==> src/rtl/pong_score_keeper.sv <==
// Match control for pong: keeps both scores, holds the ball through a serve
// delay after each point, and detects the end of a match.
module pong_score_keeper #(
  parameter int WIN_SCORE   = 9,
  parameter int SERVE_DELAY = 50000000
) (
  input  logic       clk,
  input  logic       rst,
  input  logic       start,
  input  logic       p1_point,
  input  logic       p2_point,
  output logic [3:0] score1,
  output logic [3:0] score2,
  output logic       serve_en,
  output logic       serve_dir,
  output logic       score_update,
  output logic       game_over,
  output logic [1:0] winner
);

  localparam int CNT_W = (SERVE_DELAY > 1) ? $clog2(SERVE_DELAY) : 1;
  localparam logic [CNT_W-1:0] CNT_LAST = CNT_W'(SERVE_DELAY - 1);
  localparam logic [3:0] WIN = 4'(WIN_SCORE);

  typedef enum logic [1:0] {IDLE, SERVE, PLAY, OVER} state_t;

  state_t           state;
  logic [CNT_W-1:0] cnt;
  logic [3:0]       score1_inc;
  logic [3:0]       score2_inc;

  assign score1_inc = score1 + 4'd1;
  assign score2_inc = score2 + 4'd1;

  always_ff @(posedge clk) begin
    if (rst) begin
      state        <= IDLE;
      cnt          <= '0;
      score1       <= 4'd0;
      score2       <= 4'd0;
      serve_en     <= 1'b0;
      serve_dir    <= 1'b0;
      score_update <= 1'b0;
      game_over    <= 1'b0;
      winner       <= 2'b00;
    end else begin
      score_update <= 1'b0;
      // start restarts the match from any state and outranks point strobes
      if (start) begin
        state        <= SERVE;
        cnt          <= '0;
        score1       <= 4'd0;
        score2       <= 4'd0;
        serve_en     <= 1'b0;
        serve_dir    <= 1'b0;
        score_update <= 1'b1;
        game_over    <= 1'b0;
        winner       <= 2'b00;
      end else begin
        case (state)
          IDLE: begin
            serve_en <= 1'b0;
          end
          SERVE: begin
            serve_en <= 1'b0;
            if (cnt == CNT_LAST) begin
              state <= PLAY;
            end else begin
              cnt <= cnt + 1'b1;
            end
          end
          PLAY: begin
            serve_en <= 1'b1;
            // simultaneous strobes cancel out; only a lone strobe scores
            if (p1_point && !p2_point) begin
              score1       <= score1_inc;
              score_update <= 1'b1;
              serve_en     <= 1'b0;
              serve_dir    <= 1'b1;
              if (score1_inc == WIN) begin
                state     <= OVER;
                game_over <= 1'b1;
                winner    <= 2'b01;
              end else begin
                state <= SERVE;
                cnt   <= '0;
              end
            end else if (p2_point && !p1_point) begin
              score2       <= score2_inc;
              score_update <= 1'b1;
              serve_en     <= 1'b0;
              serve_dir    <= 1'b0;
              if (score2_inc == WIN) begin
                state     <= OVER;
                game_over <= 1'b1;
                winner    <= 2'b10;
              end else begin
                state <= SERVE;
                cnt   <= '0;
              end
            end
          end
          OVER: begin
            serve_en  <= 1'b0;
            game_over <= 1'b1;
          end
          default: begin
            state    <= IDLE;
            serve_en <= 1'b0;
          end
        endcase
      end
    end
  end

endmodule

==> config.mk <==
export PLATFORM = sky130hd
export DESIGN_NAME = pong_score_keeper
export DESIGN_NICKNAME = d
export VERILOG_FILES = /design/src/rtl/pong_score_keeper.sv
export SDC_FILE = /design/constraint.sdc
export NUM_CORES = 1
export LEC_CHECK = 0
export CORE_MARGIN = 2
export CORE_UTILIZATION = 62
export DETAILED_ROUTE_END_ITERATION = 10
export PLACE_DENSITY = 0.84
export REMOVE_ABC_BUFFERS = 1
export SLEW_MARGIN = 20
export SYNTH_ARGS = -nofsm -noshare
export SYNTH_HDL_FRONTEND = slang
export SYNTH_SLANG_ARGS = --single-unit
==> constraint.sdc <==
create_clock -name clk -period 3.3 [get_ports clk]
set_input_delay 0.66 -clock clk [delete_from_list [all_inputs] [get_ports clk]]
set_output_delay 0.66 -clock clk [all_outputs]
set_load 0.03 [all_outputs]
==> flow_summary.json <==
{
  "netlist_top_cells_count": "42 x sky130_fd_sc_hd__dfxtp_1, 36 x sky130_fd_sc_hd__nand2_1, 25 x sky130_fd_sc_hd__nor2_1",
  "wire_length_of_the_first_global_routing_pass_um": 8963,
  "cts_made_buffers": 5,
  "placement.setup.worst_slack_ps": 385.2,
  "max_slew.worst_pin.slew_ps": 736.3,
  "numPortBuffers": 18,
  "placement_rows": 22,
  "die-area_sq_um": 4273,
  "crit_fanout": 17,
  "power_leakage_uw": 0.0008866,
  "gr-usage-all-layers_pct": 26.87,
  "synthesis.instances": 294,
  "fp.dieH_um": 65.37,
  "vias_per_cell": 6.277,
  "timing.setup.critical_path_class": "primary input to register",
  "grt_remaining_overflow": 0,
  "power.sequential.fraction_pct": 56.6,
  "drtPass1Iterations": 5,
  "initialDrtViolationCount": 181,
  "p_int_uw": 681.0,
  "post_synth_num_cell_types": 46,
  "areaGrowthSynthToFinish_pct": 12.27,
  "die_x_um": 65.37,
  "wl_um": 5486,
  "final-hold-violation-count": 0,
  "number_of_global_route_vias_before_repair": 1899,
  "setup_tns_ps": 0,
  "ctsResizeCount": 0,
  "fin_crit_ps": 2636,
  "clock-skew-final_ps": 7.029,
  "setup_viol_count_final": 0,
  "p_total_uw": 907.3,
  "nets_finish": 325,
  "critPathRequiredTime_ps": 3500,
  "initial_antenna_violation_count": 0,
  "yosysSeqAreaShare_pct": 36.01,
  "pin_count": 19,
  "cts_tree": "built",
  "per_cell_routed_wire_length_um": 15.37,
  "max_cap_violations": 0,
  "htree_levels": 2,
  "rsz_0062_raised_after_global_routing": "false",
  "ys.warnings.count": 0,
  "synthDominantCellAreaShare_pct": 36.01,
  "clk_latency_ps": 300,
  "grt_max_degree": 23,
  "ys_seq_elements": 42,
  "post_synth_instance_area_sq_um": 2335,
  "clk_buf_depth": 2,
  "yosysTopAreaCell": "sky130_fd_sc_hd__dfxtp_1",
  "timing_max_transition_violations_final": 0,
  "combPwrFrac_pct": 8.9,
  "drive_above_1_share_pct": 6.796,
  "starting_utilization_of_the_core_area_pct": 64.26,
  "clock_sinks": 42,
  "synthMostInstantiatedCell": "sky130_fd_sc_hd__dfxtp_1",
  "cts_hold_repair.buffers": 0,
  "max-slew-margin-rel_pct": 50.91,
  "syn-mean-instance-area_sq_um": 7.941,
  "root_buffer": "sky130_fd_sc_hd__clkbuf_8",
  "detail-route-antenna-nets": 0,
  "switching_power_uw": 226.4,
  "min_path_type": "register to register",
  "power.share.switching_pct": 24.95,
  "worstSetupEndpointType": "register",
  "timing.final.crit_share_pct": 79.87,
  "synth_enable_flop_cells": 0,
  "hpwl_um": 3828,
  "place_congestion": 0.9102,
  "run_status": "finished, final reports clean",
  "setup_slack_ps": 664.4,
  "irDropWorstVdd_mv": 0.2673,
  "clockPowerShare_pct": 34.5,
  "critPathArrivalTime_ps": 2840,
  "num_antenna_cells": 0,
  "power-per-cell-area_nw_per_um2": 346.1,
  "post_cts_clock_slew_at_the_launch_and_capture_registers_of_the_worst_setup_and_hold_paths_ps": 80,
  "yosys-top-cells-area": "sky130_fd_sc_hd__dfxtp_1 36%, sky130_fd_sc_hd__ha_1 5.9%, sky130_fd_sc_hd__nand2_1 5.8%",
  "nFillCells": 315,
  "critPathLaunchType": "primary input",
  "timing.fmax_mhz": 379.4,
  "drcViolationCount": 0,
  "post-cts-setup-buffer-count": 0,
  "synth_async_sr_flop_share_pct": 0,
  "coreArea_sq_um": 3633,
  "routed-via-count": 2241,
  "synth_flop_cell": "sky130_fd_sc_hd__dfxtp_1"
}
[logic make-up (layout without fill, tap and decap cells)]
logic type / Yosys count / in the layout / share of synthesized area, %
AND/OR/NAND/NOR: 125 / 125 / 27.71
AO/OA/AOI/OAI: 82 / 82 / 22.72
flip-flops: 42 / 42 / 36.01
buffers and inverters: 26 / 41 / 4.662
adder cells (fa/ha/maj): 11 / 11 / 5.895
XOR/XNOR: 8 / 8 / 3.001
[critical path, stage by stage]
cell                              delay, ps
sky130_fd_sc_hd__clkdlybuf4s50_1        510
sky130_fd_sc_hd__inv_1                   60
sky130_fd_sc_hd__ha_1                   300
sky130_fd_sc_hd__nand3b_1               210
sky130_fd_sc_hd__o22ai_1                240
sky130_fd_sc_hd__o21a_1                 380
sky130_fd_sc_hd__nor2_4                 170
sky130_fd_sc_hd__a311oi_1               300
[final timing paths]
| kind | start | end | slack (ps) | cells after the start |
|---|---|---|---|---|
| max | p2_point | cnt[9]$_SDFFE_PP0P_ | 660 | 8 |
| min | winner[0]$_SDFFE_PP0P_ | winner[0]$_SDFFE_PP0P_ | 460 | 2 |
| max reg2reg | state[0]$_SDFFE_PP0P_ | cnt[9]$_SDFFE_PP0P_ | 790 | 7 |
| min reg2reg | winner[0]$_SDFFE_PP0P_ | winner[0]$_SDFFE_PP0P_ | 460 | 2 |
[area by class of cell]
| class | count | area, sq um | share of cell area, % |
|---|---|---|---|
| Multi-Input combinational cell | 226 | 1385 | 52.84 |
| Tap cell | 48 | 60.06 | 2.291 |
| Inverter | 11 | 41.29 | 1.575 |
| Sequential cell | 42 | 840.8 | 32.08 |
| Timing Repair Buffer | 23 | 217.7 | 8.306 |
| Clock buffer | 7 | 76.32 | 2.912 |
[stage by stage]
| stage | instances | cell area [sq um] | hold WS (ps) | utilization (%) |
|---|---|---|---|---|
| CTS | 357 | 2621 | 459.2 | 72.14 |
| floorplan | 279 | 2267 | 434.6 | - |
| finish | 357 | 2621 | 456.9 | 72.14 |
| global placement | 350 | 2545 | 444.7 | 70.04 |
| detailed placement | 350 | 2545 | 451.6 | 70.04 |
| global route | 357 | 2621 | 476.0 | 72.14 |
[layout by cell type (no fill, tap or decap), drive strengths merged]
cell type,instances
a211oi,3
a21boi,1
a21oi,21
a311oi,7
a31o,2
a31oi,12
a41o,1
a41oi,3
and2,1
and3,6
buf,5
clkbuf,7
clkdlybuf4s50,18
clkinv,1
dfxtp,42
ha,11
inv,10
nand2,36
nand2b,2
nand3,13
nand3b,4
nand4,11
nor2,27
nor3,6
nor4,8
nor4bb,1
o211ai,3
o21a,3
o21ai,19
o22ai,1
o311ai,3
o31a,1
o31ai,1
o41ai,1
or2,3
or3,4
or4,3
xnor2,4
xor2,4
[state kept, by name (all words and copies together) (netlist names)]
name,count
serve_en,1
game_over,1
serve_dir,1
cnt,26
state,2
score1,4
score2,4
winner,2
score_update,1
[routing by layer]
metal  routed length, um  track usage [%]
met3                 371            5.137
met2                2398            39.16
met1                2631            39.14
met5                   0                0
met4                  86            10.16
[power by group through the flow]
stage	Combinational (uW)	Clock (uW)	Sequential (uW)
4_1_cts	79.5	324	513
3_5_place_dp	79.0	0	525
5_1_grt	87.5	336	514
2_1_floorplan	46.2	0	527
3_3_place_gp	78.9	0	525
6_report	80.7	313	513
Power figures use the tool's default switching activity.
